**config.mk**
```make
export PLATFORM = sky130hd
export DESIGN_NAME = dec_issue_ctrl
export DESIGN_NICKNAME = d
export VERILOG_FILES = /design/src/rtl/dec_issue_ctrl_pkg.sv /design/src/rtl/dec_issue_ctrl_hazard_cmp.sv /design/src/rtl/dec_issue_ctrl.sv
export SDC_FILE = /design/constraint.sdc
export NUM_CORES = 1
export LEC_CHECK = 0
export ABC_AREA = 1
export CORE_MARGIN = 2
export CORE_UTILIZATION = 40
export CTS_CLUSTER_DIAMETER = 120
export DETAILED_ROUTE_END_ITERATION = 7
export GPL_ROUTABILITY_DRIVEN = 0
export PLACE_DENSITY = 0.68
export SLEW_MARGIN = 20
export SYNTH_ARGS = -nofsm -noshare
export SYNTH_HDL_FRONTEND = slang
export SYNTH_SLANG_ARGS = --single-unit
```
**constraint.sdc**
```tcl
create_clock -name clk -period 3.4 [get_ports clk]
set_input_delay 0.68 -clock clk [delete_from_list [all_inputs] [get_ports clk]]
set_output_delay 0.68 -clock clk [all_outputs]
set_load 0.02 [all_outputs]
```
**src/rtl/dec_issue_ctrl_pkg.sv**
```systemverilog
// Shared decode->execute pipeline types: FSM states, widths
// and the all-zero bubble bundle used when the latch is flushed.
package dec_issue_ctrl_pkg;

   localparam int REGA_W_DEF = 6;
   localparam int REGB_W_DEF = 5;
   localparam int LAM_CTRL_W = 9;

   typedef enum logic [1:0] {
      ST_RUN,
      ST_MEM_WAIT,
      ST_LOAD_USE,
      ST_FLUSH
   } state_e;

   typedef struct packed {
      logic [REGA_W_DEF-1:0] sel_a;
      logic [REGB_W_DEF-1:0] sel_b;
      logic [REGA_W_DEF-1:0] sel_out;
      logic                  lam_new;
      logic [LAM_CTRL_W-1:0] lam_control;
      logic                  new_jmp;
   } dec_bundle_t;

   localparam dec_bundle_t BUBBLE = '0;

endpackage

```
**src/rtl/dec_issue_ctrl_hazard_cmp.sv**
```systemverilog
// Load-use compare of the next instruction's sources against the
// pending load destination; register 0 never creates a hazard.
module hazard_cmp
   import dec_issue_ctrl_pkg::*;
#(
   parameter int REGA_W = REGA_W_DEF,
   parameter int REGB_W = REGB_W_DEF
) (
   input  logic [REGA_W-1:0] sel_a,
   input  logic [REGB_W-1:0] sel_b,
   input  logic [REGA_W-1:0] dst,
   output logic              hit
);

   logic dst_nz;
   logic a_hit;
   logic b_hit;

   assign dst_nz = (dst != '0);
   assign a_hit  = (sel_a == dst);
   // selB only reaches the low registers; high dst bits must be zero
   assign b_hit  = (sel_b == dst[REGB_W-1:0]) &&
                   (dst[REGA_W-1:REGB_W] == '0);
   assign hit    = dst_nz && (a_hit || b_hit);

endmodule

```
**src/rtl/dec_issue_ctrl.sv**
```systemverilog
// Consumer-side control of the decode->execute latch: LAM
// sequencing, load-use bubbles and wrong-path squash after jumps.
module dec_issue_ctrl
   import dec_issue_ctrl_pkg::*;
#(
   parameter int REGA_W       = REGA_W_DEF,
   parameter int REGB_W       = REGB_W_DEF,
   parameter int FLUSH_CYCLES = 2,
   parameter int MEM_TIMEOUT  = 255
) (
   input  logic                  clk,
   input  logic                  reset,
   input  logic [REGA_W-1:0]     dec_selA,
   input  logic [REGB_W-1:0]     dec_selB,
   input  logic [REGA_W-1:0]     selOut_,
   input  logic                  lam_new_,
   input  logic [LAM_CTRL_W-1:0] lam_control_,
   input  logic                  new_jmp_,
   input  logic                  jmp_taken,
   input  logic                  mem_ack,
   output logic                  latch_en,
   output logic                  latch_flush,
   output logic                  mem_req,
   output logic [LAM_CTRL_W-1:0] mem_ctrl,
   output logic                  busy,
   output logic                  mem_err
);

   localparam int WC_W = $clog2(MEM_TIMEOUT + 1);
   localparam logic [WC_W-1:0] TO_V = WC_W'(MEM_TIMEOUT);
   localparam logic [2:0]      FC_V = 3'(FLUSH_CYCLES);

   state_e            state;
   logic [WC_W-1:0]   wait_cnt;
   logic [2:0]        flush_cnt;
   logic [REGA_W-1:0] pend_dst;
   logic              pend_jmp;
   logic              hazard;
   logic              jmp_hit;

   assign jmp_hit = new_jmp_ & jmp_taken;

   hazard_cmp #(
      .REGA_W (REGA_W),
      .REGB_W (REGB_W)
   ) u_hazard (
      .sel_a (dec_selA),
      .sel_b (dec_selB),
      .dst   (pend_dst),
      .hit   (hazard)
   );

   always_ff @(posedge clk) begin
      if (reset) begin
         state       <= ST_RUN;
         latch_en    <= 1'b1;
         latch_flush <= 1'b0;
         mem_req     <= 1'b0;
         mem_ctrl    <= '0;
         busy        <= 1'b0;
         mem_err     <= 1'b0;
         wait_cnt    <= '0;
         flush_cnt   <= '0;
         pend_dst    <= '0;
         pend_jmp    <= 1'b0;
      end else begin
         unique case (state)
            ST_RUN: begin
               latch_en    <= 1'b1;
               latch_flush <= 1'b0;
               if (lam_new_) begin
                  state    <= ST_MEM_WAIT;
                  mem_ctrl <= lam_control_;
                  pend_dst <= selOut_;
                  pend_jmp <= jmp_hit;
                  mem_req  <= 1'b1;
                  latch_en <= 1'b0;
                  busy     <= 1'b1;
                  wait_cnt <= WC_W'(1);
               end else if (jmp_hit) begin
                  state       <= ST_FLUSH;
                  flush_cnt   <= FC_V;
                  latch_flush <= 1'b1;
                  busy        <= 1'b1;
               end
            end
            ST_MEM_WAIT: begin
               // an ack in the last allowed cycle still completes
               if (mem_ack) begin
                  mem_req  <= 1'b0;
                  latch_en <= 1'b1;
                  if (pend_jmp) begin
                     state       <= ST_FLUSH;
                     flush_cnt   <= FC_V;
                     latch_flush <= 1'b1;
                  end else if (hazard) begin
                     state       <= ST_LOAD_USE;
                     latch_flush <= 1'b1;
                  end else begin
                     state <= ST_RUN;
                     busy  <= 1'b0;
                  end
               end else if (wait_cnt == TO_V) begin
                  state    <= ST_RUN;
                  mem_req  <= 1'b0;
                  mem_err  <= 1'b1;
                  latch_en <= 1'b1;
                  busy     <= 1'b0;
               end else begin
                  wait_cnt <= wait_cnt + 1'b1;
               end
            end
            ST_LOAD_USE: begin
               state       <= ST_RUN;
               latch_flush <= 1'b0;
               busy        <= 1'b0;
            end
            ST_FLUSH: begin
               if (flush_cnt == 3'd1) begin
                  state       <= ST_RUN;
                  latch_flush <= 1'b0;
                  busy        <= 1'b0;
               end else begin
                  flush_cnt <= flush_cnt - 1'b1;
               end
            end
            default: state <= ST_RUN;
         endcase
      end
   end

endmodule

```
==> flow_metrics.py, run 1 <==
metrics = {
    "timing": {
        "relSlewSlack_pct": 59.1,
        "whs_ns": 0.476,
        "fin_crit_sh_pct": 59.4,
        "tightest_slew_ns": 0.613,
        "period_needed_ns": 2.02,
        "setup_tns_ns": 0,
        "fin_skew_ns": 0.00776,
        "max_freq_mhz": 495,
        "rsz0062_at_grt": "false",
        "slew_viol_final": 0,
        "setup_viol": 0,
        "final-hold-violation-count": 0,
    },
    "layout": {
        "drive_above_1_share_pct": 6.73,
        "final_cells": 364,
        "synthToLayoutAreaGrowth_pct": 34.5,
        "final_util_pct": 55.0,
        "layout_commonest_cell": "nand2_1",
        "insertedDiodeCount": 0,
        "final_cell_mix": "66 x nand2_1, 46 x nor2_1, 45 x clkdlybuf4s50_1",
        "final_nets": 346,
    },
    "global_routing": {
        "grt_pass1_wl_um": 6820,
        "antenna_found_initial": 0,
        "grt_pass1_vias": 1635,
        "grt_overflow": 0,
        "grt_max_degree": 26,
        "grt_usage_pct": 17.4,
    },
    "synth": {
        "ys.flop_type": "dfxtp_1",
        "synth.net_count": 300,
        "synth_edf_count": 0,
        "synth_warnings": 0,
        "syn-cell-area_um2": 1740,
        "synthArstFlopShare_pct": 0,
        "syn_inst": 265,
        "yosysSeqAreaShare_pct": 39.1,
        "avgSynthCellArea_um2": 6.58,
        "synth-seq-cells": 34,
        "synth.distinct_cells": 28,
    },
    "clocking": {
        "clk_pin_slew_ns": 0.06,
        "cts.sinks": 34,
        "ctsResizeCount": 0,
        "clockBufferDepth": 2,
        "cts_tree": "built",
        "clk_latency_ns": 0.29,
        "post-cts-setup-buffer-count": 0,
        "clockRootBuffer": "clkbuf_8",
        "cts_hold_buf": 0,
        "cts-htree-levels": 2,
        "numCtsBuffers": 5,
    },
    "worst_setup_path": {
        "crit_family": "buffers and inverters",
        "slowest_stage": "clkdlybuf4s50_1",
        "setup.worst_path.end_class": "flop",
        "path_cells": "clkdlybuf4s50_1 -> nand2_4 -> inv_1 -> nor2_1 -> o21ai_0 -> a21oi_1",
        "cp.required_ns": 3.62,
        "critPathKind": "primary input to flop",
        "cp_max_fo": 25,
        "arrival_ns": 2.24,
        "cpPeakStageDelay_ns": 0.48,
        "critPathBufInv": 2,
        "crit_path_start_kind": "primary input",
    },
    "routing": {
        "wl_um": 3960,
        "drcViolationCount": 0,
        "viasPerCell": 4.64,
        "routed-via-count": 1689,
        "drtPass1Iterations": 4,
        "wl_per_cell_um": 10.9,
        "ant_nets": 0,
        "drt_iter0_drc": 55,
    },
    "power": {
        "leakage_nw": 1.06,
        "p_total_w": 0.00123,
        "max-vdd-ir-drop_mv": 0.258,
        "p_per_area_nw_per_um2": 527,
    },
    "floorplan": {
        "rows": 24,
        "core_area_um2": 4260,
        "io_pins": 46,
        "initial_core_util_pct": 40.9,
        "die_y_um": 70.0,
        "die-area_um2": 4900,
        "die_x_um": 70.0,
    },
    "place": {
        "place_inst": 356,
        "port_buffers": 45,
        "dp_hpwl_um": 2980,
    },
    "status": {
        "outcome": "finished, final reports clean",
    },
    "min_path": {
        "hold_class": "flop to flop",
    },
    "job": {
        "cap_violations": 0,
    },
}
## registers in the layout, indices dropped and copies added, names as in the netlist
signal       count
pend_dst         6
flush_cnt        3
state            2
wait_cnt         8
mem_err          1
mem_ctrl         9
latch_en         1
mem_req          1
busy             1
pend_jmp         1
latch_flush      1
## routing by layer
layer / wire length, um / global-route usage (%) / vias to the layer above / share of wire (%)
met5: 0 / 0 / - / 0
met4: 85 / 8.97 / 0 / 2.1
met1: 1850 / 20.6 / 723 / 47
met2: 1860 / 29.6 / 34 / 47
li1: - / - / 925 / -
met3: 168 / 3.75 / 7 / 4.2
## cell type report
cell class                 instances  area [um^2]
fill                             448         1920
multi-input combinational        187          895
sequential                        34          681
timing repair buffer              45          450
inverter                          38          144
clock buffer                       8          110
tap                               52         65.1
## kinds of logic (layout without fill, tap and decap cells)
family                     Yosys count  in the layout  synth area share (%)
and+or+nand+nor                    134            134                  32.5
AOI/OAI and AO/OA                   48             48                  15.7
buffers and inverters               44             91                  9.62
DFF                                 34             34                  39.1
adders and majority gates            3              3                  2.15
xor gates and xnor gates             2              2                  1.01
## stage by stage
step / instance area [um^2] / worst slack [ns]
final: 2340 / 1.38
after global routing: 2340 / 1.17
after CTS: 2340 / 1.36
after detailed placement: 2230 / 1.06
after global placement: 2230 / 1.09
after floorplan: 1740 / 1.92
## cells in the mapped netlist, types with 2 or more instances
master,n,share of area (%)
inv_1,36,7.8
nand4_1,3,1.1
clkbuf_1,5,1.1
nand3_1,10,2.9
nand3_2,2,1.1
nand2_1,66,14
o21ai_0,21,6.0
nor2_1,46,9.9
xor2_1,2,1.0
dfxtp_1,34,39
nand2_2,2,0.72
nand2_4,2,1.3
ha_1,3,2.2
a21oi_1,19,5.5
## worst register-to-register path: cells and delay by family (launching register included)
kind / cells / cell delay (ns)
buffers and inverters: 1 / 0.23
flip-flops: 1 / 0.44
AND/OR/NAND/NOR: 3 / 0.68
AO/OA/AOI/OAI: 2 / 0.28
## path summary, 6_finish.rpt
kind                  from           to  slack, ns  cells after the start
hold reg to reg    mem_err      mem_err       0.48                      2
setup reg to reg  state[1]  wait_cnt[6]       1.70                      6
setup / recovery  lam_new_  wait_cnt[6]       1.38                      6
hold / removal     mem_err      mem_err       0.48                      2
## where the power goes
| group | switching (W) | internal [W] |
|---|---|---|
| combinational | 0.000229 | 0.000169 |
| sequential | 0.0000389 | 0.000455 |
| clock | 0.000139 | 0.000204 |
| total | 0.000407 | 0.000828 |
Note: power is estimated with default switching activity, not from simulation.
==> inputs of run 2 (changes only) <==
==> constraint.sdc (replaced) <==
create_clock -name clk -period 2.1 [get_ports clk]
set_input_delay 0.42 -clock clk [delete_from_list [all_inputs] [get_ports clk]]
set_output_delay 0.42 -clock clk [all_outputs]
set_load 0.02 [all_outputs]
==> run 2 against run 1 <==
  * Non-clock buffer count is 6 higher
  * Sequential share of layout area is 0.53 points lower
  * Global-route usage is 0.080 points higher
  * Die area stayed put
  * Final cell count is 1.6% higher
  * Setup slack worse by 0.98 ns
  * Total power is 67% higher
  * Highest routed layer unchanged
  * Count of clock-buffer cells in the layout is 3 lower
  * Critical path type is now flop to flop
  * Core utilization is 1.0 points higher
  * Combinational power is 68% higher
  * Via count is 3.5% higher
==> flow_metrics.py, run 2 (same netlist as run 1, synthesis figures left out) <==
metrics = {
    "layout": {
        "multi_input_area_um2": 895,
        "final_util_pct": 56.0,
        "insertedDiodeCount": 0,
        "final_nets": 352,
        "final_cell_mix": "66 x nand2_1, 46 x nor2_1, 45 x clkdlybuf4s50_1",
        "largest_reg_flops": 9,
        "drive_above_1_share_pct": 8.49,
        "layout_commonest_cell": "nand2_1",
        "fin_area_um2": 2390,
        "seqCellArea_um2": 681,
        "synthToLayoutAreaGrowth_pct": 37.0,
        "fillCellCount": 422,
        "top_register": "mem_ctrl",
        "largestRegisters": "mem_ctrl x9, wait_cnt x8, pend_dst x6",
    },
    "global_routing": {
        "grt_overflow": 0,
        "grt_pass1_wl_um": 6930,
        "antenna_found_initial": 0,
        "grt_pass1_vias": 1538,
        "grt_max_degree": 15,
        "grt_usage_pct": 17.5,
    },
    "routing": {
        "drcViolationCount": 0,
        "ant_nets": 0,
        "wl_um": 4180,
        "viasPerCell": 4.72,
        "routed-via-count": 1748,
        "wl_per_cell_um": 11.3,
        "drtPass1Iterations": 4,
        "drt_iter0_drc": 78,
    },
    "timing": {
        "final-hold-violation-count": 0,
        "whs_ns": 0.487,
        "fin_skew_ns": 0.00699,
        "setup_tns_ns": 0,
        "max_freq_mhz": 589,
        "relSlewSlack_pct": 80.2,
        "slew_viol_final": 0,
        "rsz0062_at_grt": "false",
        "fin_crit_sh_pct": 80.9,
        "setup_viol": 0,
        "period_needed_ns": 1.70,
        "tightest_slew_ns": 0.297,
    },
    "floorplan": {
        "rows": 24,
        "io_pins": 46,
        "die-area_um2": 4900,
        "die_x_um": 70.0,
        "core_area_um2": 4260,
        "die_y_um": 70.0,
        "initial_core_util_pct": 40.9,
    },
    "clocking": {
        "ctsResizeCount": 0,
        "cts-htree-levels": 2,
        "clockRootBuffer": "clkbuf_8",
        "post-cts-setup-buffer-count": 0,
        "cts_tree": "built",
        "numCtsBuffers": 5,
        "clk_pin_slew_ns": 0.07,
        "clk_latency_ns": 0.29,
        "cts_hold_buf": 0,
        "clockBufferDepth": 2,
        "cts.sinks": 34,
    },
    "power": {
        "p_total_w": 0.00206,
        "switching_share_pct": 33.3,
        "p_per_area_nw_per_um2": 862,
        "switching_power_w": 0.000685,
        "power_frac_comb_pct": 32.5,
        "power_frac_clock_pct": 28.6,
        "seqPwrFrac_pct": 38.8,
        "internal_power_w": 0.00137,
        "max-vdd-ir-drop_mv": 0.598,
        "leakage_nw": 1.09,
    },
    "worst_setup_path": {
        "reg2reg_setup_slack_ns": 0.40,
        "r2r_start": "wait_cnt[0]",
        "r2r-end": "state[1]",
        "setup.worst_path.end_class": "flop",
        "crit_path_start_kind": "flop",
        "worstRegToRegCells": 8,
        "cp_max_fo": 6,
        "cp.required_ns": 2.28,
        "critPathKind": "flop to flop",
        "arrival_ns": 1.88,
    },
    "place": {
        "dp_hpwl_um": 3120,
        "port_buffers": 45,
        "dpl_cell_area_um2": 2280,
    },
    "min_path": {
        "hold_class": "flop to flop",
        "hold_end": "mem_ctrl[2]",
        "whs_path_depth": 2,
        "hp-start": "mem_ctrl[2]",
    },
    "status": {
        "outcome": "finished, final reports clean",
    },
    "job": {
        "cap_violations": 0,
    },
}
==> run 2: changes by cell type in the layout (fill, tap and decap cells not counted), sizes merged <==
cell	delta
buf	+6
bufinv	+1
clkbuf	-3
clkinv	+2
==> run 2: worst max path at each step <==
stage,start,end,slack [ns],cells past startpoint
final,wait_cnt[0],state[1],0.40,8
after global routing,wait_cnt[0],state[1],0.27,8
after CTS,mem_req,mem_req,0.41,1
after detailed placement,lam_new_,wait_cnt[6],0.28,6
after global placement,mem_ack,state[1],0.24,10
after floorplan,wait_cnt[0],state[1],0.67,8
==> run 2: stage by stage <==
stage / std cells / setup WS [ns]
floorplan: 265 / 0.670
global placement: 362 / 0.236
detailed placement: 362 / 0.276
CTS: 370 / 0.413
global route: 370 / 0.265
finish: 370 / 0.402
==> run 2: area by class of cell <==
cell class | instances | area share [%]
Clock buffer | 5 | 2.88
Multi-Input combinational cell | 187 | 37.5
Inverter | 38 | 6.02
Tap cell | 52 | 2.72
Clock inverter | 3 | 1.68
Timing Repair Buffer | 51 | 20.7
Sequential cell | 34 | 28.5
==> run 2: layer usage <==
metal / GRT usage [%] / wire length (um) / up-vias
met1: 21.9 / 2000 / 779
li1: - / - / 933
met3: 4.62 / 194 / 6
met2: 29.6 / 1940 / 30
met5: 0 / 0 / -
met4: 5.13 / 53 / 0
==> run 2: power groups by stage <==
| stage | registers (W) | logic [W] | clock network, W |
|---|---|---|---|
| after global routing | 0.000811 | 0.000746 | 0.000629 |
| after floorplan | 0.000859 | 0.000367 | 0 |
| after detailed placement | 0.000813 | 0.000669 | 0 |
| after global placement | 0.000810 | 0.000666 | 0 |
| after CTS | 0.000799 | 0.000675 | 0.000603 |
| final | 0.000799 | 0.000670 | 0.000590 |
==> run 2: worst max-delay path, cell delays in order (launching register included) <==
cell and delay, ns:
dfxtp_1 0.40, ha_1 0.25, nand3_2 0.15, o21ai_4 0.29, nand2_2 0.09, nor2_2 0.15, nand2_1 0.08, o21ai_1 0.12
inv_1 0.06
==> inputs of run 3 (changes only) <==
--- a/config.mk
+++ b/config.mk
@@ -11,7 +11,7 @@
 export CTS_CLUSTER_DIAMETER = 120
 export DETAILED_ROUTE_END_ITERATION = 7
 export GPL_ROUTABILITY_DRIVEN = 0
-export PLACE_DENSITY = 0.68
+export PLACE_DENSITY = 0.7
 export SLEW_MARGIN = 20
 export SYNTH_ARGS = -nofsm -noshare
 export SYNTH_HDL_FRONTEND = slang
==> constraint.sdc (replaced) <==
create_clock -name clk -period 1.55 [get_ports clk]
set_input_delay 0.31 -clock clk [delete_from_list [all_inputs] [get_ports clk]]
set_output_delay 0.31 -clock clk [all_outputs]
set_load 0.02 [all_outputs]
==> run 3 against run 2 <==
  * Global-route usage fell by 0.060 points
  * Hold slack lost 0.0068 ns
  * Core utilization is 2.0 points higher
  * Setup slack lost 0.31 ns
  * Clock power increased by 16%
  * Count of clock-buffer cells in the layout up 2
  * Highest routed layer unchanged
  * Largest cell class unchanged
==> flow_metrics.py, run 3 (same netlist as run 1, synthesis figures left out) <==
metrics = {
    "clocking": {
        "clk_latency_ns": 0.29,
        "cts-htree-levels": 2,
        "clockBufferDepth": 2,
        "cts_hold_buf": 0,
        "cts_tree": "built",
        "clk_pin_slew_ns": 0.07,
        "numCtsBuffers": 5,
        "cts.sinks": 34,
        "clockRootBuffer": "clkbuf_8",
    },
    "timing": {
        "period_needed_ns": 1.46,
        "rsz0062_at_grt": "true",
        "final-hold-violation-count": 0,
        "slew_viol_final": 0,
        "fin_crit_sh_pct": 94.2,
        "tightest_slew_ns": 0.288,
        "relSlewSlack_pct": 80.8,
        "fin_skew_ns": 0.00598,
        "setup_tns_ns": 0,
        "max_freq_mhz": 685,
        "setup_viol": 0,
    },
    "routing": {
        "drt_iter0_drc": 67,
        "viasPerCell": 4.67,
        "ant_nets": 0,
        "wl_per_cell_um": 11.1,
        "wl_um": 4220,
        "drtPass1Iterations": 4,
        "drcViolationCount": 0,
        "routed-via-count": 1770,
    },
    "layout": {
        "top_register": "mem_ctrl",
        "layout_commonest_cell": "nand2_1",
        "drive_above_1_share_pct": 11.3,
        "largest_reg_flops": 9,
        "fillCellCount": 412,
        "insertedDiodeCount": 0,
        "final_nets": 361,
        "synthToLayoutAreaGrowth_pct": 41.9,
        "final_cells": 379,
        "final_cell_mix": "66 x nand2_1, 46 x nor2_1, 36 x inv_1",
        "final_util_pct": 58.0,
        "largestRegisters": "mem_ctrl x9, wait_cnt x8, pend_dst x6",
    },
    "floorplan": {
        "die-area_um2": 4900,
        "initial_core_util_pct": 40.9,
        "io_pins": 46,
        "die_y_um": 70.0,
        "rows": 24,
        "die_x_um": 70.0,
        "core_area_um2": 4260,
    },
    "worst_setup_path": {
        "cp_max_fo": 4,
        "critPathKind": "flop to flop",
        "slowest_stage": "dfxtp_1",
        "critPathBufInv": 1,
        "arrival_ns": 1.65,
        "cpPeakStageDelay_ns": 0.35,
        "path_cells": "ha_2 -> nand3_2 -> o21ai_4 -> nand2_2 -> nor2_4 -> nand2_1 -> o21ai_1 -> inv_1",
        "setup.worst_path.end_class": "flop",
        "crit_path_start_kind": "flop",
        "cp.required_ns": 1.74,
        "crit_family": "simple AND/OR/NAND/NOR gates",
    },
    "job": {
        "cap_violations": 0,
    },
    "power": {
        "p_per_area_nw_per_um2": 1090,
        "max-vdd-ir-drop_mv": 0.631,
        "p_total_w": 0.00270,
        "leakage_nw": 1.26,
    },
    "min_path": {
        "hold_class": "flop to flop",
    },
    "global_routing": {
        "grt_overflow": 0,
        "grt_pass1_wl_um": 6830,
        "grt_usage_pct": 17.5,
        "grt_pass1_vias": 1601,
        "antenna_found_initial": 0,
        "grt_max_degree": 23,
    },
    "place": {
        "port_buffers": 45,
        "place_inst": 370,
        "dp_hpwl_um": 3140,
    },
    "status": {
        "outcome": "finished, final reports clean",
    },
}
[run 3: cell count changes in the layout (fill, tap and decap cells not counted), sizes merged, moves of 2 or more]
cell / delta
buf: +9
clkbuf: +2
clkdlybuf4s50: -14
dlygate4sd2: +6
dlymetal6s2s: +8
[run 3: worst paths after layout]
path	start	end	slack, ns	cells after the start
setup / recovery	wait_cnt[0]	state[1]	0.09	8
hold / removal	mem_ctrl[2]	mem_ctrl[2]	0.48	2
setup reg to reg	wait_cnt[0]	state[1]	0.09	8
hold reg to reg	mem_ctrl[2]	mem_ctrl[2]	0.48	2
[run 3: layer usage]
layer / vias up / track usage [%] / share of wire, %
met5: - / 0 / 0
met4: 0 / 7.05 / 1.8
met3: 8 / 4.47 / 4.2
met2: 33 / 29.4 / 47
met1: 777 / 21.2 / 47
li1: 952 / - / -
[run 3: power by group]
group / switching, W / internal [W]
clock: 0.000325 / 0.000358
sequential: 0.0000769 / 0.000998
combinational: 0.000537 / 0.000404
total: 0.000939 / 0.00176
[run 3: final cells by class]
cell class / count / area (um^2) / area share (%)
multi-input combinational: 187 / 902 / 36.5
tap: 52 / 65.1 / 2.63
clock buffer: 7 / 86.3 / 3.49
sequential: 34 / 682 / 27.6
inverter: 38 / 144 / 5.82
clock inverter: 1 / 5.00 / 0.202
timing repair buffer: 60 / 588 / 23.8
[run 3: tightest hold or removal path, delay by kind of cell, from the launching register on]
family | cells | cell delay, ns
flip-flops | 1 | 0.32
AND/OR/NAND/NOR | 2 | 0.12
[run 3: what timing repair did]
item | 4_1_cts | 5_1_grt
buffers inserted | 0 | 1
setup endpoints to repair | 6 | 12
gates resized for setup | 6 | 11
pin swaps | 0 | 1
[run 3: per-stage QoR]
step / hold WS, ns / instance area, um^2 / worst slack (ns)
floorplan: 0.456 / 1740 / 0.120
finish: 0.481 / 2470 / 0.0896
CTS: 0.488 / 2440 / 0.00145
detailed placement: 0.473 / 2350 / -0.163
global route: 0.500 / 2470 / -0.0112
global placement: 0.466 / 2350 / -0.113
==> edit, RTL diff (settings of run 1) <==
Put one more register stage on the output `mem_err`, with the module's reset. The value now appears one clock later. The other outputs are not delayed to match.
--- a/src/rtl/dec_issue_ctrl.sv
+++ b/src/rtl/dec_issue_ctrl.sv
@@ -31,4 +31,6 @@
    localparam logic [2:0]      FC_V = 3'(FLUSH_CYCLES);
 
+   logic mem_err_s0;
+
    state_e            state;
    logic [WC_W-1:0]   wait_cnt;
@@ -59,5 +61,5 @@
          mem_ctrl    <= '0;
          busy        <= 1'b0;
-         mem_err     <= 1'b0;
+         mem_err_s0  <= 1'b0;
          wait_cnt    <= '0;
          flush_cnt   <= '0;
@@ -104,5 +106,5 @@
                   state    <= ST_RUN;
                   mem_req  <= 1'b0;
-                  mem_err  <= 1'b1;
+                  mem_err_s0 <= 1'b1;
                   latch_en <= 1'b1;
                   busy     <= 1'b0;
@@ -130,4 +132,12 @@
    end
 
+   always_ff @(posedge clk) begin
+      if (reset) begin
+         mem_err <= '0;
+      end else begin
+         mem_err <= mem_err_s0;
+      end
+   end
+
 endmodule
 
Formal check against the unedited RTL: same outputs for any inputs over 10 cycles, from zero or initial values and one cycle with reset high; that may be too few to reach the edited logic, so the function may still have changed.
==> edit against run 1 <==
Clock skew shrank 0.0017 ns. Maximum frequency decreased by 4.8%. Register-to-register slack worse by 0.07 ns. Power shrank 0.58%. Area after synthesis grew 1.5%. Final area up 0.64%. Sequential cell count increased by 1. Synthesized cell count up 0.38%. Setup slack worse by 0.10 ns. Routed wire length is 2.9% higher. Final cell count rose by 0.27%. Critical path depth increased by 1. Via count up 0.77%. Critical path type unchanged. Highest routed layer unchanged.
==> edit: results (changes against run 1) <==
<table>
<tr><th>Metric</th><th>Value</th></tr>
<tr><th colspan="2">Clock tree</th></tr>
<tr><td>CTS resizes</td><td>0 (unchanged)</td></tr>
<tr><th colspan="2">Synth</th></tr>
<tr><td>Top post-synthesis cells by area</td><td>dfxtp_1 40%, nand2_1 15%, nor2_1 9.5%, inv_1 8.1%, o21ai_0 5.7%</td></tr>
<tr><td>Sequential-to-total area share from yosys stat</td><td>39.60% (+0.55 points)</td></tr>
<tr><td>Syn Nets</td><td>301 (+0.33%)</td></tr>
<tr><td>Count of different cell masters after synthesis</td><td>25 (-11%)</td></tr>
<tr><td>Most used DFF post-synth</td><td>dfxtp_1</td></tr>
<tr><td>Commonest cells in the netlist</td><td>69 x nand2_1, 45 x nor2_1, 38 x inv_1</td></tr>
<tr><th colspan="2">Worst setup path</th></tr>
<tr><td>Largest driver fanout on the critical path</td><td>24 (-4.0%)</td></tr>
<tr><td>Endpoint arrival time on the critical path</td><td>2.30 ns (+0.06 ns)</td></tr>
<tr><td>Cell with the biggest individual delay on the critical path</td><td>clkdlybuf4s50_1</td></tr>
<tr><th colspan="2">Global routing</th></tr>
<tr><td>Wire length of the first global-routing pass</td><td>6.941 mm (+1.8%)</td></tr>
<tr><td>Vias in the first global route</td><td>1617 (-1.1%)</td></tr>
<tr><td>Pin count of the biggest net entering global routing</td><td>25 (-3.8%)</td></tr>
<tr><td>Overall Global Routing Usage</td><td>17.51% (+0.063 points)</td></tr>
<tr><td>Number of antenna violations at the first check in global routing</td><td>0 (unchanged)</td></tr>
<tr><th colspan="2">Power</th></tr>
<tr><td>Internal Power</td><td>0.8004 mW (-3.3%)</td></tr>
<tr><td>Worst vdd ir</td><td>0.4402 mV (+71%)</td></tr>
<tr><td>Leakage power total</td><td>1.068 nW (+0.89%)</td></tr>
<tr><th colspan="2">Timing</th></tr>
<tr><td>Worst slew margin relative to its limit</td><td>58.70% (-0.40 points)</td></tr>
<tr><td>Worst setup skew after layout</td><td>0.006016 ns (-0.001740 ns)</td></tr>
<tr><th colspan="2">Routing</th></tr>
<tr><td>DR WL/cell</td><td>11.17 µm (+2.6%)</td></tr>
<tr><td>Vias/cell</td><td>4.663 (+0.49%)</td></tr>
<tr><td>First-iteration detailed-routing DRC count</td><td>85 (+55%)</td></tr>
<tr><th colspan="2">Outcome</th></tr>
<tr><td>Outcome</td><td>finished, final reports clean</td></tr>
<tr><th colspan="2">Placed design</th></tr>
<tr><td>HPWL reported at the end of detailed placement</td><td>3.030 mm (+1.6%)</td></tr>
<tr><th colspan="2">Layout</th></tr>
<tr><td>Share of cells above drive strength 1</td><td>5.751% (-0.98 points)</td></tr>
<tr><th colspan="2">Worst hold path</th></tr>
<tr><td>Worst Hold Launch</td><td>mem_err_s0</td></tr>
</table>
[edit: cell types whose count changed after synthesis, moves of 2 or more]
| cell | run 1 | this run |
|---|---|---|
| nand2_2 | 2 | 0 |
| nand3_2 | 2 | 0 |
| nand2_1 | 66 | 69 |
| inv_1 | 36 | 38 |
[edit: kinds of logic (layout without fill, tap and decap cells)]
| kind of cell | Yosys count | after routing | synth area share [%] |
|---|---|---|---|
| AND/OR/NAND/NOR | 137 | 137 | 33.45 |
| adder cells (fa/ha/maj) | 3 | 3 | 2.122 |
| buffers and inverters | 45 | 92 | 9.618 |
| flip-flops | 35 | 35 | 39.60 |
| AO/OA/AOI/OAI | 44 | 44 | 14.22 |
| XOR/XNOR | 2 | 2 | 0.9903 |
[edit: layout make-up]
type | instances | area (µm²)
tap | 52 | 65.06
clock buffer | 6 | 82.58
multi-input combinational | 186 | 898.4
inverter | 39 | 146.4
fill | 438 | 1934
clock inverter | 2 | 16.27
sequential | 35 | 700.7
timing repair buffer | 45 | 450.4
[edit: through the flow]
| stage | power [mW] | setup WS (ns) | std cells | hold slack (ns) | instance area, µm² |
|---|---|---|---|---|---|
| CTS | 1.243 | 1.268 | 365 | 0.4671 | 2360 |
| detailed placement | 0.9165 | 0.9641 | 357 | 0.4471 | 2261 |
| global placement | 0.9102 | 1.039 | 357 | 0.4473 | 2261 |
| finish | 1.228 | 1.277 | 365 | 0.4623 | 2360 |
| global route | 1.314 | 1.125 | 365 | 0.5062 | 2360 |
| floorplan | 0.7709 | 1.869 | 266 | 0.4089 | 1769 |
[edit: layer usage]
metal / global-route usage (%) / vias to the layer above / share of wire (%) / routed length, µm
li1: - / 925 / - / -
met1: 21.86 / 739 / 48 / 1974
met2: 29.14 / 34 / 46 / 1875
met3: 5.339 / 4 / 4.7 / 193
met4: 5.128 / 0 / 0.86 / 35
met5: 0 / - / 0 / 0
[edit: power by group through the flow]
stage	Combinational [mW]	Sequential, mW	Clock [mW]
after global placement	0.398	0.512	0
after CTS	0.407	0.504	0.333
final	0.403	0.503	0.321
after floorplan	0.229	0.542	0
after detailed placement	0.404	0.513	0
after global routing	0.453	0.512	0.349
[edit: path summary, 6_finish.rpt]
kind | cells after the start | slack [ns] | to
max reg2reg | 7 | 1.63 | flush_cnt[1]
min | 2 | 0.46 | mem_err
min reg2reg | 2 | 0.46 | mem_err
max | 7 | 1.28 | flush_cnt[1]
[edit: critical path: cells and delay by family]
family,cells,cell delay [ns]
buffers and inverters,2,0.72
and+or+nand+nor,3,0.65
AOI/OAI and AO/OA,2,0.24
